===== config.mk =====
export PLATFORM = sky130hd
export DESIGN_NAME = mod_enc_addroundkey
export DESIGN_NICKNAME = d
export VERILOG_FILES = /design/src/rtl/aes_enc_pkg.sv /design/src/rtl/mod_enc_rkBuffer.sv /design/src/rtl/mod_enc_addroundkey.sv
export SDC_FILE = /design/constraint.sdc
export NUM_CORES = 2
export LEC_CHECK = 0
export CORE_MARGIN = 4
export CORE_UTILIZATION = 50
export CTS_BUF_LIST = sky130_fd_sc_hd__clkbuf_8
export DETAILED_ROUTE_END_ITERATION = 6
export HOLD_SLACK_MARGIN = 0.1
export PLACE_DENSITY = 0.68
export SLEW_MARGIN = 10
export SYNTH_ARGS = -nofsm -noshare
export SYNTH_HDL_FRONTEND = slang
export SYNTH_SLANG_ARGS = --single-unit

===== constraint.sdc =====
create_clock -name clk -period 28.2 [get_ports clk]
set_input_delay 5.64 -clock clk [delete_from_list [all_inputs] [get_ports clk]]
set_output_delay 5.64 -clock clk [all_outputs]
set_load 0.005 [all_outputs]

===== src/rtl/aes_enc_pkg.sv =====
// Shared types and constants for the AES-256 encryption datapath stages.
// Round-key buffer depth is one more than the round count (initial key plus one per round).
package aes_enc_pkg;

  localparam int AES_N      = 16;
  localparam int AES256_NR  = 14;
  localparam int AES_NUM_RK = AES256_NR + 1;
  localparam int AES_RW     = 4;

  typedef logic [AES_N-1:0][7:0] state_t;

  typedef enum logic {
    S_LOAD = 1'b0,
    S_RUN  = 1'b1
  } ark_fsm_t;

endpackage


===== src/rtl/mod_enc_rkBuffer.sv =====
// Round-key register file: sequential write pointer, full flag, one combinational read port.
// Write takes effect next cycle; the caller gates wr_vld, so there is no backpressure here.
module mod_enc_rkBuffer #(
  parameter int N  = 16,
  parameter int NR = 14,
  parameter int RW = 4
) (
  input  logic              clk,
  input  logic              reset,
  input  logic              clear,
  input  logic              wr_vld,
  input  logic [N-1:0][7:0] wr_dat,
  input  logic [RW-1:0]     rd_idx,
  output logic [N-1:0][7:0] rd_dat,
  output logic              wr_last,
  output logic              full
);

  logic [N-1:0][7:0] mem [NR+1];
  logic [RW-1:0]     wr_ptr;

  assign wr_last = (wr_ptr == RW'(NR));
  assign rd_dat  = mem[rd_idx];

  always_ff @(posedge clk or negedge reset) begin
    if (!reset) begin
      wr_ptr <= '0;
      full   <= 1'b0;
    end else if (clear) begin
      wr_ptr <= '0;
      full   <= 1'b0;
    end else if (wr_vld) begin
      if (wr_last) begin
        wr_ptr <= '0;
        full   <= 1'b1;
      end else begin
        wr_ptr <= wr_ptr + 1'b1;
      end
    end
  end

  // Key storage is deliberately left unreset; contents are only trusted once full is set.
  always_ff @(posedge clk) begin
    if (wr_vld && !clear) begin
      mem[wr_ptr] <= wr_dat;
    end
  end

endmodule


===== src/rtl/mod_enc_addroundkey.sv =====
// AddRoundKey stage: XORs the state with the buffered key for the internally tracked round, 1-cycle latency.
// key_ready is high only while loading keys; enable is never backpressured once all keys are loaded.
module mod_enc_addroundkey
  import aes_enc_pkg::*;
#(
  parameter int N  = AES_N,
  parameter int NR = AES256_NR,
  parameter int RW = AES_RW
) (
  input  logic              clk,
  input  logic              reset,
  input  logic              key_valid,
  output logic              key_ready,
  input  logic [N-1:0][7:0] key_in,
  input  logic              key_clear,
  input  logic              enable,
  input  logic [N-1:0][7:0] state,
  output logic [N-1:0][7:0] state_out,
  output logic              done,
  output logic [RW-1:0]     round,
  output logic              last_round,
  output logic              keys_loaded
);

  ark_fsm_t          fsm_q, fsm_d;
  logic              wr_vld;
  logic              wr_last;
  logic [N-1:0][7:0] rk;

  assign key_ready  = (fsm_q == S_LOAD);
  assign wr_vld     = key_valid && key_ready && !key_clear;
  assign last_round = (round == RW'(NR));

  mod_enc_rkBuffer #(
    .N  (N),
    .NR (NR),
    .RW (RW)
  ) u_rkbuf (
    .clk     (clk),
    .reset   (reset),
    .clear   (key_clear),
    .wr_vld  (wr_vld),
    .wr_dat  (key_in),
    .rd_idx  (round),
    .rd_dat  (rk),
    .wr_last (wr_last),
    .full    (keys_loaded)
  );

  always_ff @(posedge clk or negedge reset) begin
    if (!reset) begin
      fsm_q <= S_LOAD;
    end else begin
      fsm_q <= fsm_d;
    end
  end

  always_comb begin
    fsm_d = fsm_q;
    if (key_clear) begin
      fsm_d = S_LOAD;
    end else if (fsm_q == S_LOAD && wr_vld && wr_last) begin
      fsm_d = S_RUN;
    end
  end

  // key_clear beats enable; state_out is left untouched by a flush.
  always_ff @(posedge clk or negedge reset) begin
    if (!reset) begin
      state_out <= '0;
      done      <= 1'b0;
      round     <= '0;
    end else if (key_clear) begin
      done  <= 1'b0;
      round <= '0;
    end else if (fsm_q == S_RUN && enable) begin
      state_out <= state ^ rk;
      done      <= 1'b1;
      round     <= last_round ? '0 : round + 1'b1;
    end else begin
      done <= 1'b0;
    end
  end

endmodule


## Yosys cells after proc, flatten, opt, wreduce, memory -nomap -nowiden

Memory sizes are Yosys's and may differ from the RTL's.
Cells that the tools add are included.
Widths: inputs -> output; s select.

| operators by class | value |
|---|---|
| equal/unequal tests | 2 |
| add/subtract/negate cells | 2 |
| bitwise gates (word level) | 3 |
| muxes and demuxes | 15 |
| reductions and logical operators | 13 |

Operator list:

| kind | number |
|---|---|
| $xor 128x128->128 | 1 |
| $mux 4 | 6 |
| $mux 1 | 9 |
| $add 4x1->4 const B | 2 |
| $eq 4x4->1 const B | 2 |
| $reduce_bool 2->1 | 4 |
| $logic_and 1x1->1 | 6 |
| $reduce_and 2->1 | 2 |
| $not 1->1 | 2 |
| $logic_not 1->1 | 1 |

| word-level totals | value |
|---|---|
| memories kept | 1 |
| output and inout port bits | 136 |
| RAM bits | 1920 |
| word-level logic and storage cells | 57 |
| flip-flop bits (word level) | 139 |
| input bits | 261 |

Memory list:

| memory | words | bits a word | read ports | clocked after Yosys merged registers in | wr ports | RTL line | text |
|---|---|---|---|---|---|---|---|
| u_rkbuf.mem | 15 | 128 | 1 | 0 | 1 | mod_enc_rkBuffer.sv:19 | `logic [N-1:0][7:0] mem [NR+1];` |

## Depth between registers and ports, before layout

| depth | value |
|---|---|
| depth after elaboration | 7 |
| depth in mapped cells | 11 |

## Modules after synthesis

Synthesis repeated with hierarchy kept, for this count alone.

| unflattened totals | value |
|---|---|
| cell total of the unflattened synthesis | 4165 |
| area, all modules | 79538.8 um2 |

By module, submodules not included:

| module | area each (um2) | instances | cells each | seq. area each (um2) |
|---|---|---|---|---|
| mod_enc_rkBuffer | 73466.7 | 1 | 3593 | 57780.4 |
| mod_enc_addroundkey | 6072.1 | 1 | 572 | 3353.2 |

## Least setup slack after synthesis

Ideal clock, no wire load.

| path | value |
|---|---|
| path kind | input to register |
| from | in key_valid |
| to | mem u_rkbuf.mem[0][0] (netlist bit) (enable) |
| slack | 12.395 ns |
| path buffers | 0 |
| stages | 4 |
| arrival time | 15.033 ns |
| library setup time | 0.772 ns |
| cell sequence | nor2b_1 -> nand2b_1 -> or3_1 -> nor3_1 |

| on the way | value |
|---|---|
| word-level cells in the longest chain between the ends | 5 |

Ends and longest elaborated chain:

| what | RTL line | text |
|---|---|---|
| from (decl) | mod_enc_addroundkey.sv:12 | `input logic key_valid,` |
| $logic_and 1x1->1 (2 in a row) | mod_enc_addroundkey.sv:31 | `assign wr_vld = key_valid && key_ready && !key_clear;` |
| $logic_and 1x1->1 | mod_enc_rkBuffer.sv:44 | `if (wr_vld && !clear) begin` |
| $mux 1 | mod_enc_rkBuffer.sv:44 |  |
| $mux 1 (not written as such) | mod_enc_rkBuffer.sv:45 | `mem[wr_ptr] <= wr_dat;` |
| to (decl) | mod_enc_rkBuffer.sv:19 |  |

Every way passes these cells.

## Worst setup path after layout

| path | value |
|---|---|
| from | in key_valid |
| to | mem u_rkbuf.mem[8][29] (netlist bit) (enable) |

Same word-level chain as after synthesis.

==> results by stage <==
Timing:
- Setup repair after global routing left no endpoint under its margin.
- The count of pins over their slew limit is 0.
- The portion of the clock cycle consumed by the worst path in the final layout is approximately 30%.
- The fmax is between 0.1 and 0.15 GHz.
- The number of hold-slack violations in the final timing report is 0.
- For the final database, setup skew stands at about 80 ps.
- The worst slew slack as a fraction of its limit is between 10% and 20%.
- For the pin with the worst max-slew slack, the measured transition is 1250 ps.
- The final total negative setup slack is 0 ps.
- Setup violations remaining at the end of the flow were counted as 0.
- The shortest clock period the worst path allows after layout is between 8000 and 9000 ps.

CTS:
- The number of clock buffers inserted by TritonCTS is ~340.
- Clock tree synthesis selected as its root buffer the cell sky130_fd_sc_hd__clkbuf_8.
- Once the clock tree was built, the setup fixing pass inserted 0 buffers.
- Clock latency on the worst-skew pair, taken at its later pin, is 1000 ps.
- TritonCTS built the clock tree.
- The level count of the clock H-tree is 5.
- The TritonCTS sink count is 2059.
- The number of buffers inserted by hold repair at cts is 0.
- The clock edge transition at the registers on the reported setup and hold paths is approximately 60 ps.
- The total of cells resized after clock tree synthesis is 0.
- The clock passes through at most 4 buffers.

Worst setup path:
- The master of the slowest instance on the critical path is sky130_fd_sc_hd__buf_4.
- Traced cell by cell, the critical path runs through clkdlybuf4s50_1 -> nor2b_1 -> nand2b_1 -> nor2_1 -> nand2_1 -> nor3_2 -> buf_4 -> buf_4.
- The most used cell along the critical path is sky130_fd_sc_hd__buf_4.
- For the worst setup path, the data required time is around 29000 ps.
- Together, buffers and inverters on the worst path number 3.
- Of all nets on the critical path, the largest fanout is 49.
- The largest single stage delay on the critical path is around 710 ps.
- The sort of element at the end of the critical path is a flop.
- The endpoint arrival time on the critical path is between 9000 and 10000 ps.
- The critical path in this run is classified as in -> reg.
- STA classifies the critical path startpoint as a primary input.
- The kind of cell adding the most delay to the critical path is buffers and inverters.

Floorplan:
- The floorplan die width is around 420 um.
- The die is 415 um tall.
- The die footprint is approximately 170000 um^2.
- The core region is roughly 160000 um^2.
- After floorplanning, the core was divided into approximately 150 placement rows.
- The initial cell density of the core is 50.3%.
- For this design the top-level I/O count stands at about 400.

Cells and area:
- Once layout is done, the placed cells without fillers occupy 94600 um^2.
- At the end of the flow, the number of nets in the layout was about 5.6k.
- Relative to the synthesized area, the layout overhead comes to 14.2%.
- Cells with a size suffix above 1 make up a little over a tenth of the layout.

Status:
- The run finished with clean final reports.

Pwr:
- Across the VDD grid, the largest voltage drop is between 0.04 and 0.05 mV.
- For this design the static power due to leakage is 31.2 nW.
- The power after layout is between 0.005 and 0.006 W.
- In this run the power density over the cells is roughly 62 nW/um^2.

Place:
- The final HPWL from detailed placement is approximately 110 mm.
- The count of buffers added on input and output ports is around 400.
- In this run the cell area measured after placement is a little under 90000 um^2.
- The weighted congestion reported at the end of routability-driven placement is between 0.7 and 0.8.

Global route:
- The first global-routing pass estimated just under 300 mm of wire.
- The global-route usage over all layers is between 20% and 30%.
- Entering global routing, the biggest net connects around 170 pins.
- The total overflow reported by the global router is 0.
- The initial antenna violation count is 8.
- The number of global-route vias before repair is approximately 47k.

Detailed routing:
- The met3 wirelength from detailed routing is 9.91 mm.
- For this run, design rule violations remaining after detail routing come to 0.
- In the routed layout, each cell is associated on average with a via count of just under 6.
- The total routed wirelength is around 200 mm.
- In this run the remaining antenna-violating nets after routing total 0.
- After detailed routing, no signal wire sits above met5.
- The detailed router placed between 40k and 50k vias in this run.
- The routed design uses a little over 100 mm of met2 wire.
- The detailed-route wire length on metal 1 is 77.9 mm.
- The count of TritonRoute iterations in the first routing pass is 5.
- The detailed router finished its first iteration with 3692 violations.
- The wire length per cell is around 25 um.

Synthesis:
- The number of different library cells used by synthesis comes to 47.
- The cell with the most instances after synthesis is sky130_fd_sc_hd__edfxtp_1.
- The async set-reset flop share out of synthesis is under 10%.
- Summed over its instances, the top area cell type makes up a little under 70% of the synthesized netlist area.
- The most used flip-flop cell after synthesis is sky130_fd_sc_hd__edfxtp_1.
- After synthesis the netlist holds a flip-flop and latch count of a little over 2k.
- Of all cell types, the one taking the most synthesized area is sky130_fd_sc_hd__edfxtp_1.
- When the netlist entered floorplanning its net count stood at between 5k and 6k.
- Summing the sequential cell areas from Yosys gives around three quarters of the chip area.
- The number of flops mapped to enable cells by yosys is about 1.9k.
- By count the netlist is led by sky130_fd_sc_hd__edfxtp_1 (1920), sky130_fd_sc_hd__mux2i_1 (754), sky130_fd_sc_hd__a22oi_1 (250), sky130_fd_sc_hd__clkbuf_1 (157), sky130_fd_sc_hd__nor2_1 (148).
- The synthesized area per cell is approximately 17 um^2.
- Summing every instance area after synthesis gives around 83000 um^2.
- The post-synthesis instance total is 4861.
- By area the synthesized netlist is led by sky130_fd_sc_hd__edfxtp_1 (70%), sky130_fd_sc_hd__mux2i_1 (9.1%), sky130_fd_sc_hd__dfrtp_1 (4.2%).
- The warning count from the yosys run is 0.

Min path:
- The min-delay analysis places its worst path in the category reg -> reg.

Run:
- The reported max-cap violation count is 0.
worst reg2reg max path: stages, from the launching register on:
cell and delay (ps):
sky130_fd_sc_hd__dfrtp_4 700, sky130_fd_sc_hd__buf_4 730, sky130_fd_sc_hd__buf_4 850, sky130_fd_sc_hd__buf_4 900, sky130_fd_sc_hd__mux2_2 510, sky130_fd_sc_hd__o211a_1 210, sky130_fd_sc_hd__o21ai_0 180, sky130_fd_sc_hd__o211ai_1 130
sky130_fd_sc_hd__a31oi_1 200
placed cells by master (no fill, tap or decap), types with 4 or more instances in the layout:
cell type and instances:
sky130_fd_sc_hd__a211o_1 125, sky130_fd_sc_hd__a21oi_1 5, sky130_fd_sc_hd__a22oi_1 250, sky130_fd_sc_hd__a31oi_1 127, sky130_fd_sc_hd__buf_12 7, sky130_fd_sc_hd__buf_4 69
sky130_fd_sc_hd__bufinv_16 4, sky130_fd_sc_hd__clkbuf_8 360, sky130_fd_sc_hd__clkdlybuf4s50_1 395, sky130_fd_sc_hd__clkinv_1 79, sky130_fd_sc_hd__clkinv_2 28, sky130_fd_sc_hd__clkinvlp_4 5
sky130_fd_sc_hd__dfrtp_1 135, sky130_fd_sc_hd__dfrtp_4 4, sky130_fd_sc_hd__diode_2 5, sky130_fd_sc_hd__edfxtp_1 1920, sky130_fd_sc_hd__inv_1 123, sky130_fd_sc_hd__mux2_1 118
sky130_fd_sc_hd__mux2_2 8, sky130_fd_sc_hd__mux2i_1 754, sky130_fd_sc_hd__mux4_2 10, sky130_fd_sc_hd__nand2_1 137, sky130_fd_sc_hd__nand2b_1 131, sky130_fd_sc_hd__nor2_1 137
sky130_fd_sc_hd__nor2_4 12, sky130_fd_sc_hd__nor3_1 126, sky130_fd_sc_hd__nor3_2 4, sky130_fd_sc_hd__o211a_1 125, sky130_fd_sc_hd__o211ai_1 126, sky130_fd_sc_hd__o21ai_0 133
sky130_fd_sc_hd__o21ai_1 4, sky130_fd_sc_hd__o22ai_1 44, sky130_fd_sc_hd__o22ai_2 81
cell families (layout without fill, tap and decap cells):
kind of cell	after synthesis	after routing	share of synthesized area [%]
compound gates	1026	1026	9.67
xor+xnor	2	2	0.0211
fa+ha+maj	2	2	0.0302
buf+inv	317	1073	2.20
flops	2059	2059	73.8
mux	890	890	11.1
other cells	0	5	0
simple gates	565	565	3.21
cell type report:
cell class                      count  area (um^2)
Tap cell                         2189         2740
Fill cell                       12600        70200
Antenna cell                        5         12.5
Inverter                            4         30.0
Clock inverter                    238         1060
Sequential cell                  2059        61100
Timing Repair Buffer              472         4630
Clock buffer                      359         4940
Multi-Input combinational cell   2485        20000
sequential cells by signal (all words and copies together), names as in the netlist:
name / count
u_rkbuf.full: 1
u_rkbuf.wr_ptr: 4
round: 4
u_rkbuf.mem: 1920
fsm_q: 1
state_out: 128
done: 1
worst paths after layout:
| path | endpoint | startpoint | slack, ps | depth (start not counted) |
|---|---|---|---|---|
| worst max-delay path | u_rkbuf.mem[8][29]$_DFFE_PP_ | key_valid | 19650 | 8 |
| worst min-delay path | u_rkbuf.full$_DFFE_PN0P_ | u_rkbuf.full$_DFFE_PN0P_ | 510 | 2 |
| worst max register to register | state_out[70]$_DFFE_PN0P_ | round[0]$_DFFE_PN0P_ | 23670 | 8 |
| worst min register to register | u_rkbuf.full$_DFFE_PN0P_ | u_rkbuf.full$_DFFE_PN0P_ | 510 | 2 |
| max in group asynchronous | state_out[8]$_DFFE_PN0P_ | reset | 21790 | 3 |
| min in group asynchronous | state_out[71]$_DFFE_PN0P_ | reset | 4680 | 1 |
routing by layer:
metal	GRT usage [%]	up-vias
li1	-	20500
met1	27.8	23200
met2	39.0	1368
met3	3.76	372
met4	9.72	2
met5	0	-
report_power, final:
part | switching (W) | internal, W | total (W)
Combinational | 0.0000925 | 0.0000500 | 0.000143
Clock | 0.00113 | 0.00121 | 0.00234
Sequential | 0.00000426 | 0.00336 | 0.00336
metrics by stage:
step / instances / util [%] / setup WS (ps) / hold WS [ps]
after floorplan: 4861 / - / 12400 / 479
after global placement: 7209 / 53.8 / 18980 / 527
after detailed placement: 7209 / 53.8 / 18750 / 503
after CTS: 7806 / 57.4 / 19410 / 524
after global routing: 7810 / 57.4 / 19460 / 530
final: 7811 / 57.4 / 19650 / 510
No activity file was read; power rests on OpenSTA's default activity.
